## src/rtl/mem_fsm_pkg.sv

```systemverilog
// Shared definitions for the state-RAM init/scan blocks.
// Holds the scan reader state encoding and the RAM geometry constants
// used by the init FSM, the RAM wrapper and the scan reader.
package mem_fsm_pkg;

  localparam int MEM_ADDR_W = 8;
  localparam int MEM_DATA_W = 8;
  localparam int MEM_DEPTH  = 256;

  typedef enum logic [2:0] {
    IDLE,
    ISSUE,
    WAIT,
    SEND,
    DONE
  } rd_state_t;

endpackage

```

## src/rtl/mem_scan_reader_if.sv

```systemverilog
// RAM read port plus output beat stream of the scan reader.
// master: the reader (drives address and beats); slave: the RAM/consumer side.
// Beats move on valid && ready; read data arrives one cycle after the address.
interface mem_scan_reader_if
  import mem_fsm_pkg::*;
#(
  parameter int ADDR_W = MEM_ADDR_W,
  parameter int DATA_W = MEM_DATA_W
);

  logic [ADDR_W-1:0] mem_addr;
  logic [DATA_W-1:0] mem_rd_data;
  logic [DATA_W-1:0] out_data;
  logic [ADDR_W-1:0] out_addr;
  logic              out_valid;
  logic              out_ready;

  modport master (
    output mem_addr,
    input  mem_rd_data,
    output out_data,
    output out_addr,
    output out_valid,
    input  out_ready
  );

  modport slave (
    input  mem_addr,
    output mem_rd_data,
    input  out_data,
    input  out_addr,
    input  out_valid,
    output out_ready
  );

endinterface

```

## src/rtl/mem_scan_reader.sv

```systemverilog
// Sweeps every RAM location once per start, streaming (addr, data) beats and checking data == addr.
// Latency: 3 cycles per beat (issue, read, send); finish pulses 3*2^ADDR_W+1 cycles after start.
// Backpressure: the beat is held in SEND until out_ready; the sweep stalls, nothing is dropped.
module mem_scan_reader
  import mem_fsm_pkg::*;
#(
  parameter int ADDR_W = MEM_ADDR_W,
  parameter int DATA_W = MEM_DATA_W
) (
  input  logic                clk,
  input  logic                rst,
  input  logic                start,
  input  logic                check_en,
  mem_scan_reader_if.master   bus,
  output logic                busy,
  output logic                finish,
  output logic [ADDR_W:0]     err_count,
  output logic [ADDR_W-1:0]   first_err_addr,
  output logic                err_seen
);

  localparam logic [ADDR_W-1:0] LAST_ADDR = '1;

  rd_state_t         state;
  logic [ADDR_W-1:0] addr;
  logic [DATA_W-1:0] beat_data;
  logic [ADDR_W-1:0] beat_addr;
  logic              beat_valid;
  logic              chk;
  logic [DATA_W-1:0] ident;
  logic              mismatch;

  // Expected identity byte: the address truncated or zero-extended to the data width.
  always_comb begin
    ident    = DATA_W'(addr);
    mismatch = chk && (bus.mem_rd_data != ident);
  end

  assign bus.mem_addr  = addr;
  assign bus.out_data  = beat_data;
  assign bus.out_addr  = beat_addr;
  assign bus.out_valid = beat_valid;

  // Sweep FSM: issue address, capture read data and check it, hold beat until accepted.
  always_ff @(posedge clk) begin
    if (rst) begin
      state          <= IDLE;
      addr           <= '0;
      beat_data      <= '0;
      beat_addr      <= '0;
      beat_valid     <= 1'b0;
      busy           <= 1'b0;
      finish         <= 1'b0;
      err_count      <= '0;
      first_err_addr <= '0;
      err_seen       <= 1'b0;
      chk            <= 1'b0;
    end else begin
      finish <= 1'b0;
      unique case (state)
        IDLE: begin
          if (start) begin
            state          <= ISSUE;
            busy           <= 1'b1;
            addr           <= '0;
            err_count      <= '0;
            err_seen       <= 1'b0;
            first_err_addr <= '0;
            chk            <= check_en;
          end
        end
        ISSUE: begin
          // RAM registers addr at the end of this cycle.
          state <= WAIT;
        end
        WAIT: begin
          beat_data  <= bus.mem_rd_data;
          beat_addr  <= addr;
          beat_valid <= 1'b1;
          if (mismatch) begin
            err_count <= err_count + 1'b1;
            err_seen  <= 1'b1;
            if (!err_seen) begin
              first_err_addr <= addr;
            end
          end
          state <= SEND;
        end
        SEND: begin
          if (bus.out_ready) begin
            beat_valid <= 1'b0;
            if (addr == LAST_ADDR) begin
              state  <= DONE;
              finish <= 1'b1;
            end else begin
              addr  <= addr + 1'b1;
              state <= ISSUE;
            end
          end
        end
        DONE: begin
          state <= IDLE;
          busy  <= 1'b0;
        end
        default: begin
          state <= IDLE;
          busy  <= 1'b0;
        end
      endcase
    end
  end

endmodule

```

## src/flat_wrapper.sv

```systemverilog
// flat-port wrapper written by rule: the top's interface ports become plain ports
module mem_scan_reader_flat import mem_fsm_pkg::*;
#(
  parameter int ADDR_W = MEM_ADDR_W,
  parameter int DATA_W = MEM_DATA_W
)
  (clk, rst, start, check_en, busy, finish, err_count, first_err_addr, err_seen, bus_mem_addr, bus_mem_rd_data, bus_out_data, bus_out_addr, bus_out_valid, bus_out_ready);
  mem_scan_reader_if #(.ADDR_W(ADDR_W), .DATA_W(DATA_W)) bus_i ();
  input  logic clk;
  input  logic rst;
  input  logic start;
  input  logic check_en;
  output logic busy;
  output logic finish;
  output logic [ADDR_W:0] err_count;
  output logic [ADDR_W-1:0] first_err_addr;
  output logic err_seen;
  output wire logic [$bits(bus_i.mem_addr)-1:0] bus_mem_addr;
  input wire logic [$bits(bus_i.mem_rd_data)-1:0] bus_mem_rd_data;
  output wire logic [$bits(bus_i.out_data)-1:0] bus_out_data;
  output wire logic [$bits(bus_i.out_addr)-1:0] bus_out_addr;
  output wire logic [$bits(bus_i.out_valid)-1:0] bus_out_valid;
  input wire logic [$bits(bus_i.out_ready)-1:0] bus_out_ready;
  assign bus_mem_addr = bus_i.mem_addr;
  assign bus_i.mem_rd_data = bus_mem_rd_data;
  assign bus_out_data = bus_i.out_data;
  assign bus_out_addr = bus_i.out_addr;
  assign bus_out_valid = bus_i.out_valid;
  assign bus_i.out_ready = bus_out_ready;
  mem_scan_reader #(.ADDR_W(ADDR_W), .DATA_W(DATA_W)) u_core (.clk(clk), .rst(rst), .start(start), .check_en(check_en), .bus(bus_i), .busy(busy), .finish(finish), .err_count(err_count), .first_err_addr(first_err_addr), .err_seen(err_seen));
endmodule
```

## config.mk

```make
export PLATFORM = sky130hd
export DESIGN_NAME = mem_scan_reader_flat
export DESIGN_NICKNAME = d
export VERILOG_FILES = /design/src/rtl/mem_fsm_pkg.sv /design/src/rtl/mem_scan_reader_if.sv /design/src/rtl/mem_scan_reader.sv /design/src/flat_wrapper.sv
export SDC_FILE = /design/constraint.sdc
export NUM_CORES = 1
export LEC_CHECK = 0
export ABC_AREA = 1
export ABC_CLOCK_PERIOD_IN_PS = 5100
export BUFFER_PORTS_ARGS = -buffer_cell sky130_fd_sc_hd__buf_2
export CORE_ASPECT_RATIO = 1.75
export CORE_MARGIN = 1
export CORE_UTILIZATION = 40
export DETAILED_ROUTE_END_ITERATION = 16
export HOLD_SLACK_MARGIN = 0.06
export PLACE_DENSITY = 0.68
export SYNTH_ARGS = -nofsm -noshare
export SYNTH_HDL_FRONTEND = slang
export SYNTH_SLANG_ARGS = --single-unit
```

## constraint.sdc

```tcl
create_clock -name clk -period 5.1 [get_ports clk]
set_clock_uncertainty 0.2 [all_clocks]
set_input_delay 1.02 -clock clk [delete_from_list [all_inputs] [get_ports clk]]
set_output_delay 1.02 -clock clk [all_outputs]
set_load 0.1 [all_outputs]
```

Yosys cells after proc, flatten, opt, wreduce, memory -nomap -nowiden

Cells that the tools add are included.

$add $sub $neg: 2
Reduce and logical (&&, ||, !) cells: 14
Equal/unequal tests: 10
Bitwise operators: 3
Muxes and demuxes: 22

Operators by type and width:

| operator                                                         | number |
|---|---|
| 8-bit two-way mux                                                | 5 |
| 8-bit case mux with 2 select lines                               | 2 |
| 9-bit two-way mux                                                | 2 |
| 9-bit case mux with 2 select lines                               | 1 |
| 3-bit case mux with 4 select lines                               | 1 |
| 9-bit by 1-bit adder with 9-bit output (second input constant)   | 1 |
| 3-bit two-way mux                                                | 3 |
| 8-bit by 1-bit adder with 8-bit output (second input constant)   | 1 |
| 8-bit == test (second input constant)                            | 1 |
| 2-bit != test (second input constant)                            | 4 |
| 8-bit != test                                                    | 1 |
| 2-bit AND reduction                                              | 4 |
| 4-bit AND reduction                                              | 2 |
| 3-bit by 2-bit == test with 1-bit output (second input constant) | 2 |
| 1-bit case mux with 2 select lines                               | 3 |
| 2-bit nonzero test                                               | 3 |
| 3-bit OR reduction                                               | 2 |
| 1-bit two-way mux                                                | 5 |
| 3-bit by 1-bit == test with 1-bit output (second input constant) | 1 |
| 3-bit logical NOT                                                | 1 |
| 1-bit NOT                                                        | 3 |
| 3-bit AND reduction                                              | 1 |
| 2-bit by 1-bit != test with 1-bit output (second input constant) | 1 |
| 1-bit logical AND                                                | 1 |

Output and inout bits: 45
Flip-flop bits (word level): 49

Logic depth before layout (Yosys ltp)

Depth after elaboration: 4
Mapped depth: 12
Gate-level depth less buffers: 12

Worst setup path after synthesis

OpenSTA, ideal clock, no wires.

Path type: reg2reg
Start point: register u_core.addr[1], in the netlist u_core.bus.mem_addr[1]
End point: register u_core.addr[7], in the netlist u_core.bus.mem_addr[7]
Cell stages (with the launch flop): 11
Slack: 2577 ps
Setup time: 132 ps
Arrival: 2190 ps
Period minus slack after synthesis: 2523 ps
Cells stage by stage: dfxtp_1 > ha_1 > nand2_2 > nor2_2 > nand3_2 > nor2_4 > nand3_2 > nand2_4 > inv_4 > nand2_1 > a21oi_1

Cells in the longest elaborated chain, start to end: 4
Elaborated cells on any way between the ends: 7
Those cells by class: add/sub (1); eq/ne (2); mux (3); reduce/logical (1)

Ends and longest elaborated chain:

| element                                | line                  | source |
|---|---|---|
| start: declaration                     | mem_scan_reader.sv:25 | `logic [ADDR_W-1:0] addr;` |
| start signal: assignment               | mem_scan_reader.sv:96 | `addr <= addr + 1'b1;` |
| 8-bit by 1-bit adder with 8-bit output | mem_scan_reader.sv:96 |  |
| 8-bit two-way mux                      | mem_scan_reader.sv:92 | `if (addr == LAST_ADDR) begin` |
| 8-bit two-way mux                      | mem_scan_reader.sv:90 | `if (bus.out_ready) begin` |
| 8-bit case mux with 2 select lines     | mem_scan_reader.sv:60 | `unique case (state)` |

Parallel ways exist; a longest one is shown, timed or not. The select of a mux whose other input is x is not followed.
A chain may end at the register's enable or synchronous reset.

Worst setup path after layout

Start point: register u_core.addr[7], in the netlist u_core.bus.mem_addr[7]
End point: output port bus_mem_addr[7]

RTL lines:

| element          | line               | source |
|---|---|---|
| end: declaration | flat_wrapper.sv:18 | `output wire logic [$bits(bus_i.mem_addr)-1:0] bus_mem_addr;` |

No word-level cell between the ends.

==> reports/qor.yml <==
synthesis:
  ys_ff_latch: 49
  synthArstFlopShare: 0
  synth_area_leaders: "dfxtp_1 41%, nand2_1 12%, a21oi_1 6.9%, nor2_1 5.0%, inv_1 4.6%"
  synthAdderAreaFrac: 0.01050
  yosysTopAreaCell: "dfxtp_1"
  synth_nets: 341
  synthMuxAreaShare: 0
  synth-xor-area-share: 0.02941
  synth_top_family_by_area: "simple AND/OR/NAND/NOR gates"
  synth_compound_area_frac: 0.1324
  synth_ff_type: "dfxtp_1"
  synthesis.area_sq_um: 2382
  yosys.area_share.simple: 0.3283
  synthCells: 326
  synth.distinct_cells: 36
  syn_avg_cell_area_sq_um: 7.308
  yosysWarnings: 0
  synth_top_area_frac: 0.4118
  synth_edf_count: 0
  seq_area_frac_synth: 0.4118
final_layout:
  fill_cells: 560
  n_antenna_cell: 0
  num-nets-final: 392
  final_common_cell: "nand2_1"
  area.growth.synth_to_final_pct: 17.70
  drive_above_1_share: 0.2381
  final_cell_mix: "78 x nand2_1, 57 x buf_2, 49 x dfxtp_1"
  final_cell_area_sq_um: 2804
clock_tree:
  path_clk_slew_ns: 0.09
  cts_buffers: 5
  cts_tree: "done"
  htreeDepth: 2
  cts_buffer_depth: 2
  root_buffer: "clkbuf_8"
  holdBufCountCts: 0
  clkLatencyLatePin_ns: 0.30
  post-cts-setup-buffers: 0
  ctsResizeCount: 0
  numClockSinks: 49
placement:
  finalWeightedCongestion: 0.8844
  placedInstanceArea_sq_um: 2684
  hpwl_um: 4260
  port_buffers: 57
  pre_cts_ws_ns: 2.470
timing:
  tightest_slew_ns: 0.7325
  post-route-period-util: 0.5023
  slew_headroom: 0.5111
  rsz0062_at_grt: "no"
  clock.fmax_mhz: 390.3
  worst_slack_ns: 2.538
  setup_viol: 0
  setup_tns_ns: 0
  slew_violations: 0
  report.final.hold_viol_count: 0
  period_minus_slack_ns: 2.562
  hold-worst-slack_ns: 0.2645
floorplan:
  fp.dieW_um: 60.34
  start_util: 0.4231
  coreArea_sq_um: 5630
  fp-row-count: 36
  die_area_sq_um: 6280
  io_pins: 58
  die_height_um: 104.1
drt:
  wl_per_cell_um: 12.57
  ant_nets: 0
  vias_per_cell: 4.976
  drt-total-wl_um: 5706
  drt_iter0_drc: 80
  first_pass_iters: 4
  num_vias: 2259
  drcViolationCount: 0
worst_setup_path:
  cp_slowest_stage_delay_ns: 0.54
  critPathLaunchType: "flop"
  worstSetupEndpointType: "output port"
  required_ns: 3.88
  crit_arrival_ns: 1.34
  ff2ff_path_depth: 6
  crit_buf_inv: 1
  cp.depth: 1
  worst_path_max_delay_cell: "dfxtp_1"
  crit_path_cell_trace: "buf_2"
  crit_family: "flip-flops"
  crit_fanout: 7
  path_class: "flop to output port"
worst_hold_path:
  whs_path_depth: 2
  hp-class: "flop to flop"
grt:
  grt_pass1_wl_um: 9439
  antenna_found_initial: 0
  grt-ovfl-total: 0
  grtUsageTotal: 0.1926
  grt_pass1_vias: 2126
  grt_max_degree: 27
power_and_ir_drop:
  p_total_mw: 0.9842
  vdd_ir_drop_max_uv: 182.1
  p_leak_nw: 1.272
  p_per_area_nw_per_um2: 351.0
status:
  outcome: "finished, final reports clean"
flow_run:
  drv_cap: 0
-- registers in the layout (all words and copies together) (netlist names) --
register / count
u_core.bus.out_data: 8
u_core.bus.out_addr: 8
u_core.bus.out_valid: 1
u_core.first_err_addr: 8
u_core.err_count: 9
u_core.chk: 1
u_core.finish: 1
u_core.state: 3
u_core.bus.mem_addr: 8
u_core.err_seen: 1
u_core.busy: 1
-- path summary, 6_finish.rpt --
kind                                                     startpoint                                    end  slack [ns]
worst max register to register         u_core.state[2]$_SDFFE_PP0P_  u_core.first_err_addr[0]$_SDFFE_PP0P_        2.95
worst max-delay path            u_core.bus.mem_addr[7]$_SDFFE_PP0P_                        bus_mem_addr[7]        2.54
worst min register to register    u_core.bus.out_valid$_SDFFE_PP0P_      u_core.bus.out_valid$_SDFFE_PP0P_        0.26
worst min-delay path              u_core.bus.out_valid$_SDFFE_PP0P_      u_core.bus.out_valid$_SDFFE_PP0P_        0.26
-- Yosys cell counts, types with 2 or more instances --
master	count
nor2_1	32
nor2_4	3
nand2_2	7
a21oi_1	33
nand3_2	3
buf_2	4
nand2_1	78
nand3_1	15
xnor2_1	6
nor3b_1	2
a21boi_1	2
nand2_4	3
nand4_1	5
inv_2	4
clkbuf_1	5
ha_1	2
buf_4	2
o21ai_0	15
a21boi_0	4
nor3_1	2
inv_1	29
nor2_2	2
dfxtp_1	49
xor2_1	2
nand3b_1	6
-- power by group --
part,total (mW),internal [mW],switching [mW]
Sequential,0.417,0.404,0.0125
Clock,0.288,0.159,0.128
Combinational,0.280,0.0537,0.226
Total,0.984,0.617,0.367
-- kinds of logic (layout without fill, tap and decap cells) --
logic type      count (synthesis)  in the layout
buf+inv                        47             99
xor+xnor                        8              8
fa+ha+maj                       2              2
compound gates                 58             58
simple gates                  162            162
flops                          49             49
-- worst min-delay path, stage by stage, from the launching register on --
cell     delay [ns]
dfxtp_1        0.32
nand2_1        0.06
a21oi_1        0.05
-- through the flow --
step | utilization | cells
after floorplan | - | 326
after global placement | 0.4767 | 446
after detailed placement | 0.4767 | 446
after CTS | 0.4980 | 454
after global routing | 0.4980 | 454
final | 0.4980 | 454
-- area by class of cell --
cell class | count | area, sq um | share of cell area
Multi-Input combinational cell | 230 | 1192 | 0.4253
Sequential cell | 49 | 980.9 | 0.3498
Timing Repair Buffer | 57 | 285.3 | 0.1017
Inverter | 34 | 130.1 | 0.04641
Tap cell | 76 | 95.09 | 0.03391
Clock buffer | 6 | 82.58 | 0.02945
Clock inverter | 2 | 37.54 | 0.01339
-- per-layer routing --
metal | up-vias | global-route usage | share of wire
met3 | 11 | 0.03358 | 0.038
met5 | - | 0 | 0
li1 | 1146 | - | -
met1 | 1043 | 0.2094 | 0.40
met2 | 59 | 0.3454 | 0.54
met4 | 0 | 0.07973 | 0.024
No activity file was read; power rests on OpenSTA's default activity.
